$ cat src/rtl/hash_apb_m01_pkg.sv
// Shared APB bus widths, requester FSM state encodings and watchdog sizing helper.
// Constants only; no logic.
// Imported by hash_apb_m01 and hash_apb_tmo.
package hash_apb_m01_pkg;

    localparam int CFG_ADDR_WIDTH   = 32;
    localparam int CFG_DATA_WIDTH   = 32;
    localparam int CFG_STROBE_WIDTH = CFG_DATA_WIDTH / 8;

    localparam logic [1:0] ST_IDLE   = 2'd0;
    localparam logic [1:0] ST_SETUP  = 2'd1;
    localparam logic [1:0] ST_ACCESS = 2'd2;

    // A disabled watchdog (0 cycles) still needs a legal 1-bit counter.
    function automatic int tmo_width(input int cycles);
        return (cycles < 1) ? 1 : $clog2(cycles + 1);
    endfunction

endpackage

$ cat src/rtl/hash_apb_tmo.sv
// Watchdog down-counter: loaded at transfer setup, decremented once per wait cycle.
// Latency: expired is combinational from the counter during the last allowed cycle.
// Backpressure: none; follows the requester FSM strobes.
module hash_apb_tmo #(
    parameter int WIDTH = 9
) (
    input  logic             core_clk,
    input  logic             arst_n,
    input  logic             clr,
    input  logic             load,
    input  logic             en,
    input  logic [WIDTH-1:0] load_val,
    output logic             expired
);

    logic [WIDTH-1:0] cnt;

    always_ff @(posedge core_clk or negedge arst_n) begin
        if (!arst_n) begin
            cnt <= '0;
        end else if (clr) begin
            cnt <= '0;
        end else if (load) begin
            cnt <= load_val;
        end else if (en && (cnt != '0)) begin
            cnt <= cnt - WIDTH'(1);
        end
    end

    // Count of 1 marks the final permitted wait cycle.
    assign expired = en && (cnt == WIDTH'(1));

endmodule

$ cat src/rtl/hash_apb_m01.sv
// APB4 requester: one SETUP/ACCESS transfer per accepted command, one-cycle response pulse.
// Latency: accept at T, SETUP T+1, ACCESS T+2, rsp_valid at T+3 plus wait states.
// Backpressure: cmd_ready only in IDLE; responses cannot be stalled.
module hash_apb_m01
    import hash_apb_m01_pkg::*;
#(
    parameter int APB_ADDR_WIDTH   = CFG_ADDR_WIDTH,
    parameter int APB_DATA_WIDTH   = CFG_DATA_WIDTH,
    parameter int APB_STROBE_WIDTH = CFG_STROBE_WIDTH,
    parameter int TIMEOUT_CYCLES   = 256
) (
    input  logic                        PCLK,
    input  logic                        PRESETn,
    input  logic                        cmd_valid,
    output logic                        cmd_ready,
    input  logic                        cmd_write,
    input  logic [APB_ADDR_WIDTH-1:0]   cmd_addr,
    input  logic [APB_DATA_WIDTH-1:0]   cmd_wdata,
    input  logic [APB_STROBE_WIDTH-1:0] cmd_strb,
    input  logic [2:0]                  cmd_prot,
    output logic                        rsp_valid,
    output logic [APB_DATA_WIDTH-1:0]   rsp_rdata,
    output logic                        rsp_err,
    output logic                        rsp_timeout,
    output logic [APB_ADDR_WIDTH-1:0]   PADDR,
    output logic                        PWRITE,
    output logic [APB_DATA_WIDTH-1:0]   PWDATA,
    output logic [APB_STROBE_WIDTH-1:0] PSTRB,
    output logic [2:0]                  PPROT,
    output logic                        PSEL,
    output logic                        PENABLE,
    input  logic [APB_DATA_WIDTH-1:0]   PRDATA,
    input  logic                        PREADY,
    input  logic                        PSLVERR
);

    localparam int TMO_W = tmo_width(TIMEOUT_CYCLES);

    logic [1:0] state;
    logic       tmo_expired;

    // Decoded from the state register so reset drops PSEL/PENABLE without a clock edge.
    assign cmd_ready = (state == ST_IDLE);
    assign PSEL      = (state == ST_SETUP) || (state == ST_ACCESS);
    assign PENABLE   = (state == ST_ACCESS);

    generate
        if (TIMEOUT_CYCLES > 0) begin : g_tmo
            hash_apb_tmo #(
                .WIDTH (TMO_W)
            ) u_tmo (
                .core_clk (PCLK),
                .arst_n   (PRESETn),
                .clr      (state == ST_IDLE),
                .load     (state == ST_SETUP),
                .en       (state == ST_ACCESS),
                .load_val (TMO_W'(TIMEOUT_CYCLES)),
                .expired  (tmo_expired)
            );
        end else begin : g_no_tmo
            assign tmo_expired = 1'b0;
        end
    endgenerate

    always_ff @(posedge PCLK or negedge PRESETn) begin
        if (!PRESETn) begin
            state       <= ST_IDLE;
            PADDR       <= '0;
            PWRITE      <= 1'b0;
            PWDATA      <= '0;
            PSTRB       <= '0;
            PPROT       <= '0;
            rsp_valid   <= 1'b0;
            rsp_rdata   <= '0;
            rsp_err     <= 1'b0;
            rsp_timeout <= 1'b0;
        end else begin
            rsp_valid   <= 1'b0;
            rsp_rdata   <= '0;
            rsp_err     <= 1'b0;
            rsp_timeout <= 1'b0;
            case (state)
                ST_IDLE: begin
                    if (cmd_valid) begin
                        state  <= ST_SETUP;
                        PADDR  <= cmd_addr;
                        PWRITE <= cmd_write;
                        PWDATA <= cmd_write ? cmd_wdata : '0;
                        PSTRB  <= cmd_write ? cmd_strb : '0;
                        PPROT  <= cmd_prot;
                    end
                end
                ST_SETUP: begin
                    state <= ST_ACCESS;
                end
                ST_ACCESS: begin
                    // A PREADY in the watchdog's last cycle still completes normally.
                    if (PREADY) begin
                        state     <= ST_IDLE;
                        rsp_valid <= 1'b1;
                        rsp_err   <= PSLVERR;
                        rsp_rdata <= (!PWRITE && !PSLVERR) ? PRDATA : '0;
                    end else if (tmo_expired) begin
                        state       <= ST_IDLE;
                        rsp_valid   <= 1'b1;
                        rsp_err     <= 1'b1;
                        rsp_timeout <= 1'b1;
                    end
                end
                default: begin
                    state <= ST_IDLE;
                end
            endcase
        end
    end

endmodule
$ cat config.mk
export PLATFORM = sky130hd
export DESIGN_NAME = hash_apb_m01
export DESIGN_NICKNAME = d
export VERILOG_FILES = /design/src/rtl/hash_apb_m01_pkg.sv /design/src/rtl/hash_apb_tmo.sv /design/src/rtl/hash_apb_m01.sv
export SDC_FILE = /design/constraint.sdc
export NUM_CORES = 1
export LEC_CHECK = 0
export BUFFER_PORTS_ARGS = -buffer_cell sky130_fd_sc_hd__buf_2
export CAP_MARGIN = 20
export CELL_PAD_IN_SITES_DETAIL_PLACEMENT = 0
export CELL_PAD_IN_SITES_GLOBAL_PLACEMENT = 1
export CORE_UTILIZATION = 36
export CTS_BUF_LIST = sky130_fd_sc_hd__clkbuf_4 sky130_fd_sc_hd__clkbuf_8
export CTS_CLUSTER_DIAMETER = 50
export DETAILED_ROUTE_END_ITERATION = 8
export HOLD_SLACK_MARGIN = 0.12
export PLACE_DENSITY = 0.91
export SYNTH_ARGS = -nofsm -noshare
export SYNTH_HDL_FRONTEND = slang
export SYNTH_SLANG_ARGS = --single-unit
$ cat constraint.sdc
create_clock -name PCLK -period 2.25 [get_ports PCLK]
set_input_delay 0.225 -clock PCLK [delete_from_list [all_inputs] [get_ports PCLK]]
set_output_delay 0.225 -clock PCLK [all_outputs]
set_load 0.005 [all_outputs]
# Word-level counts from Yosys, hierarchy flattened
# Cells that the tools add are included.
[op_classes]
add_sub_neg = 1
eq_ne = 5
muxes = 19
reduce_logical = 11
[ops]
columns = ["cell", "count"]
rows = [
  ["two-way mux 32 bit", 4],
  ["two-way mux 9 bit", 3],
  ["equality test 9 x 1 -> 1 bit, second input constant", 1],
  ["nonzero test 9 bit", 1],
  ["subtractor 9 x 1 -> 9 bit, second input constant", 1],
  ["two-way mux 1 bit", 7],
  ["two-way mux 2 bit", 3],
  ["one-hot mux 2 bit (3 select lines)", 1],
  ["two-way mux 4 bit", 1],
  ["AND reduction 2 bit", 2],
  ["logical AND 1 bit", 3],
  ["!= test 3 bit, second input constant", 1],
  ["nonzero test 3 bit", 1],
  ["equality test 2 x 1 -> 1 bit, second input constant", 1],
  ["equality test 2 bit, second input constant", 1],
  ["zero test 1 bit", 2],
  ["zero test 2 bit", 1],
  ["!= test 2 bit, second input constant", 1],
  ["logical OR 1 bit", 1],
]
[word_totals]
reg_bits = 118
in_bits = 109

# Depth between registers and ports, before layout
# Gate-level depths: netlist (run 1).
[logic_depth]
depth_word = 5
mapped_depth = 7

# Hierarchy
# From an unflattened synthesis (run 1), not the netlist that was laid out.
[hier_totals]
hier_cells = 392
hier_area_um2 = 4804.6
[modules_own_cells]
columns = ["module", "instances", "cells_each", "area_per_inst_um2", "seq_area_each_um2"]
rows = [
  ["hash_apb_m01", 1, 323, 4184.0, 2727.6],
  ["hash_apb_tmo", 1, 69, 620.6, 225.2],
]

# Least setup slack after synthesis (run 1)
# No wires, ideal clock.
[synth_path]
path_type = "register to register"
start = "reg g_tmo.u_tmo.cnt[1]"
end = "reg state[1]"
setup_time_ns = 0.128
arrival_time_ns = 1.575
path_slack_ns = 0.548
path_stages_with_launch = 7
path_buffers = 0
cell_sequence = "dfrtp_1 -> inv_1 -> ha_1 -> nor4b_1 -> a21oi_1 -> a21oi_1 -> mux2_1"
[synth_via]
elab_chain_cells = 4
[synth_rtl]
columns = ["element", "line_no", "rtl"]
rows = [
  ["start: declaration", "hash_apb_tmo.sv:16", "logic [WIDTH-1:0] cnt;"],
  ["start signal: assignment", "hash_apb_tmo.sv:24", "cnt <= load_val;"],
  ["start signal: assignment", "hash_apb_tmo.sv:26", "cnt <= cnt - WIDTH'(1);"],
  ["equality test 9 x 1 -> 1 bit", "hash_apb_tmo.sv:31", "assign expired = en && (cnt == WIDTH'(1));"],
  ["logical AND 1 bit", "hash_apb_tmo.sv:31", ""],
  ["!= test 3 bit (no source line)", "--", ""],
  ["AND reduction 2 bit (no source line)", "--", ""],
  ["end signal: assignment", "hash_apb_m01.sv:67", "state <= ST_IDLE;"],
  ["end signal: assignment", "hash_apb_m01.sv:85", "state <= ST_SETUP;"],
  ["end signal: assignment", "hash_apb_m01.sv:94", "state <= ST_ACCESS;"],
  ["end: declaration", "hash_apb_m01.sv:39", "logic [1:0] state;"],
]
# Every way passes these cells.
# A chain may end at the register's enable or synchronous reset.

# Worst setup path after layout (run 1)
# Same ends and word-level chain as after synthesis.

==> results of run 1 <==
[power groups by stage]
| stage | sequential (mW) | combinational (mW) | clock, mW |
|---|---|---|---|
| 6_report | 3.35 | 3.05 | 1.96 |
| 5_1_grt | 3.44 | 3.38 | 2.11 |
| 4_1_cts | 3.34 | 3.05 | 2.03 |
| 3_5_place_dp | 3.38 | 2.90 | 0 |
| 3_3_place_gp | 3.32 | 2.80 | 0 |
| 2_1_floorplan | 3.37 | 1.57 | 0 |
[how the worst max path moves through the flow]
| stage | slack, ns | startpoint | to |
|---|---|---|---|
| after floorplan | 0.55 | g_tmo.u_tmo.cnt[1]$_DFFE_PN0P_ | state[1]$_DFFE_PN0P_ |
| after global routing | 0.17 | g_tmo.u_tmo.cnt[1]$_DFFE_PN0P_ | state[1]$_DFFE_PN0P_ |
| after CTS | 0.31 | g_tmo.u_tmo.cnt[1]$_DFFE_PN0P_ | state[1]$_DFFE_PN0P_ |
| after global placement | 0.43 | g_tmo.u_tmo.cnt[1]$_DFFE_PN0P_ | state[1]$_DFFE_PN0P_ |
| final | 0.33 | g_tmo.u_tmo.cnt[1]$_DFFE_PN0P_ | state[1]$_DFFE_PN0P_ |
| after detailed placement | 0.33 | g_tmo.u_tmo.cnt[1]$_DFFE_PN0P_ | state[1]$_DFFE_PN0P_ |
[final cells by class]
class	count	area share (%)
diodes	2	0.0681
clock buffers	18	3.37
clock inverters	14	2.16
inverters	7	0.358
multi-input cells	242	20.7
flip-flops and latches	118	40.2
well taps	168	2.86
repair buffers	329	30.3
[worst max-delay path, stage by stage (launching register included)]
cell and delay (ns):
dfrtp_1 0.40, inv_1 0.13, ha_1 0.15, nor4b_1 0.43, a21oi_1 0.19, a21oi_1 0.16
mux2_1 0.33
[repair_timing]
action | in CTS | in global routing
gates resized for setup | 0 | 0
endpoints found under the hold margin | 140 | 0
hold buffers | 105 | 0
[kinds of logic after synthesis]
kind of cell,count (synthesis),share of synthesized area (%)
compound gates,58,7.29
simple gates,139,14.6
mux,37,9.13
xor+xnor,2,0.384
flops,118,64.7
buf+inv,26,2.33
fa+ha+maj,6,1.64
[per-layer routing]
metal  vias to the layer above  share of wire (%)
met3                        23                9.6
met4                         0                2.3
met2                       193                 50
met5                         -                  0
met1                      1925                 38
li1                       1944                  -
[registers in the layout (all words and copies together), names as in the netlist, 2 cells and up]
name	count
PADDR	32
PPROT	3
PSTRB	4
PWDATA	32
g_tmo.u_tmo.cnt	9
rsp_rdata	32
state	2
[layout by cell type, fill, tap and decap left out, drive strengths merged]
| master | instances |
|---|---|
| a211oi | 1 |
| a21oi | 6 |
| a31o | 1 |
| a31oi | 1 |
| and2 | 33 |
| and4 | 1 |
| buf | 224 |
| bufinv | 3 |
| clkbuf | 18 |
| clkinv | 10 |
| clkinvlp | 1 |
| dfrtp | 118 |
| diode | 2 |
| dlygate4sd3 | 105 |
| ha | 6 |
| inv | 7 |
| mux2 | 37 |
| nand2 | 80 |
| nand2b | 1 |
| nand3 | 1 |
| nor2 | 10 |
| nor2b | 1 |
| nor3 | 1 |
| nor4 | 2 |
| nor4b | 1 |
| o211ai | 2 |
| o21a | 2 |
| o21ai | 41 |
| o311a | 1 |
| o31ai | 2 |
| o32ai | 1 |
| or2 | 1 |
| or3 | 2 |
| or4 | 4 |
| or4b | 1 |
| xnor2 | 2 |
[metrics by stage]
step | power [mW] | setup WS, ns
4_1_cts | 8.42 | 0.313
2_1_floorplan | 4.94 | 0.548
3_3_place_gp | 6.12 | 0.433
3_5_place_dp | 6.28 | 0.330
6_report | 8.35 | 0.334
5_1_grt | 8.93 | 0.168
==> impl_metrics.csv, run 1 <==
group,metric,value,unit
grt,grtUsageTotal,20.6,%
cts,h-tree-depth,4,
critical_path,reg2reg_from,"g_tmo.u_tmo.cnt[1]$_DFFE_PN0P_",
grt,grt_pass1_vias,4300,
floorplanning,coreArea,12200,µm²
floorplanning,die_x,115,µm
synth,postSynthAreaPerCell,11.8,µm²
grt,grt.busiest_layer,"met2",
sta,rsz0062_at_grt,"false",
cells_and_area,ff_latch_area,2950,µm²
run,drv_cap,0,
route,drtIter0Drc,235,
cts,clock-sinks,118,
sta,fmax,522,MHz
sta,maxSlewViolCount,0,
critical_path,path_class,"flip-flop to flip-flop",
route,wl,12900,µm
cells_and_area,syn2layout_area_growth,60.9,%
power,swShare,33.7,%
sta,tightest_slew,0.641,ns
route,wl_per_cell,14.4,µm
sta,clock_skew,0.00834,ns
synth,ys_types,37,
cells_and_area,fin_area,7350,µm²
grt,antenna_found_initial,0,
synth,synth_area_leaders,"dfrtp_1 (65%), mux2_2 (8.9%), nand2_1 (6.6%), and2_1 (4.5%), o21ai_0 (4.4%)",
place,hpwl,8210,µm
synth,synthArstFlopShare,100,%
synth,yosysTopAreaCell,"dfrtp_1",
cts,cts_root_buf,"clkbuf_8",
cts,clkTransAtPathRegs,0.07,ns
critical_path,reg2reg_slack,0.33,ns
synth,ys_seq_area_share,64.7,%
grt,grt_pass1_wl,20300,µm
cells_and_area,fin_cells,898,
cells_and_area,fill_cells,947,
floorplanning,die-height,115,µm
route,dr_total_vias,4085,
critical_path,cp_max_fo,4,
cts,cts_made_buffers,17,
cts,cts_setup_buffers,0,
sta,layout_min_cycle_time,1.92,ns
cts,clk_latency,0.43,ns
power,seq_power_share,40.1,%
place,dpl_cell_area,5880,µm²
critical_path,reg2reg_depth,6,
hold_path,whs_path_depth,4,
cts,cts_tree,"built",
cts,clockBufferDepth,2,
critical_path,required,2.56,ns
sta,maxSlewHeadroom,57.3,%
grt,gr-usage-met3,8.52,%
sta,setup_violations,0,
synth,synth-main-ff-cell,"dfrtp_1",
critical_path,start_kind,"flip-flop",
sta,whs,0.151,ns
synth,synth.ff_latch_count,118,
power,p_per_area,1140,nW/µm²
grt,grt_max_degree,53,
sta,setup_tns,0,ns
power,p_switching,2.81,mW
route,drt-vias-per-instance,4.55,
synth,synth_enable_flop_cells,0,
cells_and_area,final_util,60.4,%
hold_path,min_to,"rsp_err$_DFF_PN0_",
synth,synth_top_area_share,64.7,%
synth,yosysWarnings,0,
floorplanning,dieArea,13100,µm²
synth,postSynthCellCount,386,
grt,grtUsageMet1,21.5,%
cells_and_area,layout.nets,830,
hold_path,hold_path.class,"primary input to flip-flop",
critical_path,arrival,2.23,ns
floorplanning,rows,40,
sta,hold_viol,0,
grt,met2_usage,35.6,%
power,peakVddDrop,812,µV
critical_path,cp-end-kind,"flip-flop",
power,p_leak,3.80,nW
route,drtAntennaViolNets,0,
grt,overflow,0,
floorplanning,start_util,37.5,%
hold_path,min_from,"PSLVERR",
place,gp_congestion,0.790,
place,port_buffers,218,
sta,min_period_over_period,85.2,%
cells_and_area,final_layout_size_suffix_gt1_share,40.9,%
power,clkPwrFrac,23.4,%
cells_and_area,multiInputGateArea,1520,µm²
synth,synthTopCellsByCount,"dfrtp_1 (118), nand2_1 (80), o21ai_0 (40), mux2_2 (36), and2_1 (33)",
critical_path,r2r_end,"state[1]$_DFFE_PN0P_",
outcome,outcome,"finished clean",
place,place_inst,759,
power,power_frac_comb,36.5,%
route,first_pass_iters,4,
synth,synthesis.area,4570,µm²
synth,synth.most_common_cell,"dfrtp_1",
synth,syn-num-nets,501,
route,drc_errors,0,
floorplanning,io_pins,219,
power,internal-power,5.54,mW
Note: power is estimated with default switching activity, not from simulation.
==> run 2: changes to the inputs <==
--- a/config.mk
+++ b/config.mk
@@ -8,13 +8,13 @@
 export BUFFER_PORTS_ARGS = -buffer_cell sky130_fd_sc_hd__buf_2
 export CAP_MARGIN = 20
 export CELL_PAD_IN_SITES_DETAIL_PLACEMENT = 0
-export CELL_PAD_IN_SITES_GLOBAL_PLACEMENT = 1
-export CORE_UTILIZATION = 36
+export CELL_PAD_IN_SITES_GLOBAL_PLACEMENT = 2
+export CORE_UTILIZATION = 29
 export CTS_BUF_LIST = sky130_fd_sc_hd__clkbuf_4 sky130_fd_sc_hd__clkbuf_8
 export CTS_CLUSTER_DIAMETER = 50
 export DETAILED_ROUTE_END_ITERATION = 8
 export HOLD_SLACK_MARGIN = 0.12
-export PLACE_DENSITY = 0.91
+export PLACE_DENSITY = 0.92
 export SYNTH_ARGS = -nofsm -noshare
 export SYNTH_HDL_FRONTEND = slang
 export SYNTH_SLANG_ARGS = --single-unit
==> run 2 against run 1 <==
Die area up 24%. Register-to-register slack about the same. Non-clock buffer count unchanged. Maximum frequency up 0.51%. Utilization down 12 points. Count of clock-buffer cells in the layout up 3. Critical endpoint unchanged. Largest cell class unchanged.
==> impl_metrics.csv, run 2 (same netlist as run 1, synthesis figures left out) <==
group,metric,value,unit
power,p_leak,3.79,nW
critical_path,cp_max_fo,4,
sta,min_period_over_period,84.7,%
floorplanning,io_pins,219,
sta,tightest_slew,0.698,ns
outcome,outcome,"finished clean",
critical_path,arrival,2.22,ns
cts,holdBufCountCts,105,
place,place_inst,802,
cts,clk_latency,0.43,ns
sta,layout_min_cycle_time,1.91,ns
place,gp_congestion,0.769,
grt,grtUsageTotal,16.3,%
place,hpwl,8160,µm
hold_path,hold_path.class,"primary input to flip-flop",
sta,maxSlewViolCount,0,
sta,hold_viol,0,
cells_and_area,layout.nets,830,
power,internal-power,5.57,mW
cts,cts_tree,"built",
grt,overflow,0,
floorplanning,rows,45,
cells_and_area,fin_cells,937,
cells_and_area,diodes,0,
route,dr_total_vias,4030,
run,drv_cap,0,
cells_and_area,fill_cells,1399,
cells_and_area,mostFrequentLayoutCells,"buf_2 (217), dfrtp_1 (118), dlygate4sd3_1 (105), nand2_1 (79), o21ai_0 (40)",
cells_and_area,final_util,48.3,%
grt,grt_max_degree,62,
route,wl_per_cell,13.5,µm
floorplanning,die_x,127,µm
route,drc_errors,0,
power,peakVddDrop,445,µV
route,drtIter0Drc,171,
sta,clock_skew,0.00737,ns
cts,cts_root_buf,"clkbuf_8",
cts,cts_resized,0,
critical_path,start_kind,"flip-flop",
route,first_pass_iters,4,
place,port_buffers,218,
sta,fin_ws,0.343,ns
route,drt-vias-per-instance,4.30,
cts,cts_made_buffers,17,
cells_and_area,syn2layout_area_growth,61.6,%
sta,fmax,524,MHz
grt,grt_pass1_vias,4188,
power,seq_power_share,39.9,%
cts,clockBufferDepth,2,
power,swShare,32.9,%
power,p_switching,2.73,mW
floorplanning,die-height,127,µm
floorplanning,start_util,29.9,%
sta,whs,0.166,ns
route,wl,12700,µm
floorplanning,dieArea,16200,µm²
cts,h-tree-depth,4,
critical_path,path_class,"flip-flop to flip-flop",
power,power_frac_comb,36.4,%
critical_path,cp-end-kind,"flip-flop",
cells_and_area,largestRegisters,"PADDR (32), PWDATA (32), rsp_rdata (32)",
cells_and_area,final_layout_size_suffix_gt1_share,40.8,%
cells_and_area,final_common_cell,"buf_2",
grt,antenna_found_initial,0,
power,clkPwrFrac,23.7,%
cts,clock-sinks,118,
power,p_per_area,1130,nW/µm²
sta,setup_tns,0,ns
grt,grt_pass1_wl,20200,µm
critical_path,required,2.56,ns
sta,maxSlewHeadroom,53.4,%
place,pre_cts_ws,0.295,ns
sta,rsz0062_at_grt,"false",
sta,setup_violations,0,
floorplanning,coreArea,15300,µm²
route,drtAntennaViolNets,0,
cts,cts_setup_buffers,0,
cts,clkTransAtPathRegs,0.07,ns
-- run 2: layout make-up --
type	instances	area (µm²)	share of cell area, %
flip-flops and latches	118	2950	40.0
multi-input cells	242	1520	20.6
clock buffers	21	270	3.66
well taps	211	264	3.58
inverters	7	26.3	0.356
clock inverters	9	129	1.75
repair buffers	329	2210	30.0
-- run 2: metrics by stage --
stage	power, mW	cell area, µm²
after floorplan	4.94	4570
after global routing	8.95	7380
after CTS	8.44	7380
after detailed placement	6.26	5930
final	8.30	7380
after global placement	6.14	5930
-- run 2: path summary, 6_finish.rpt --
kind,startpoint,to,slack (ns),cells past startpoint
worst max-delay path,g_tmo.u_tmo.cnt[1]$_DFFE_PN0P_,state[1]$_DFFE_PN0P_,0.34,6
worst min-delay path,PSLVERR,rsp_err$_DFF_PN0_,0.17,4
worst max register to register,g_tmo.u_tmo.cnt[1]$_DFFE_PN0P_,state[1]$_DFFE_PN0P_,0.34,6
worst min register to register,PWDATA[31]$_DFFE_PN0P_,PWDATA[31]$_DFFE_PN0P_,0.47,2
max in group asynchronous,PRESETn,PADDR[29]$_DFFE_PN0P_,1.26,3
min in group asynchronous,PRESETn,PWDATA[14]$_DFFE_PN0P_,0.24,2
-- run 2: power groups by stage --
stage | Combinational [mW] | Sequential [mW] | Clock [mW]
5_1_grt | 3.38 | 3.41 | 2.15
2_1_floorplan | 1.57 | 3.37 | 0
3_3_place_gp | 2.84 | 3.30 | 0
3_5_place_dp | 2.91 | 3.35 | 0
6_report | 3.02 | 3.31 | 1.97
4_1_cts | 3.05 | 3.32 | 2.07
-- run 2: worst max-delay path, cell delays in order (launching register included) --
cell and delay (ns):
dfrtp_1 0.38, inv_1 0.12, ha_1 0.16, nor4b_1 0.43, a21oi_1 0.20, a21oi_1 0.17, mux2_1 0.34
-- run 2: per-layer routing --
metal,GRT usage [%],vias up,wire length (µm)
met5,0,-,0
met3,6.41,23,1020
met1,18.3,1894,5190
li1,-,1939,-
met2,26.6,174,6130
met4,8.47,0,313
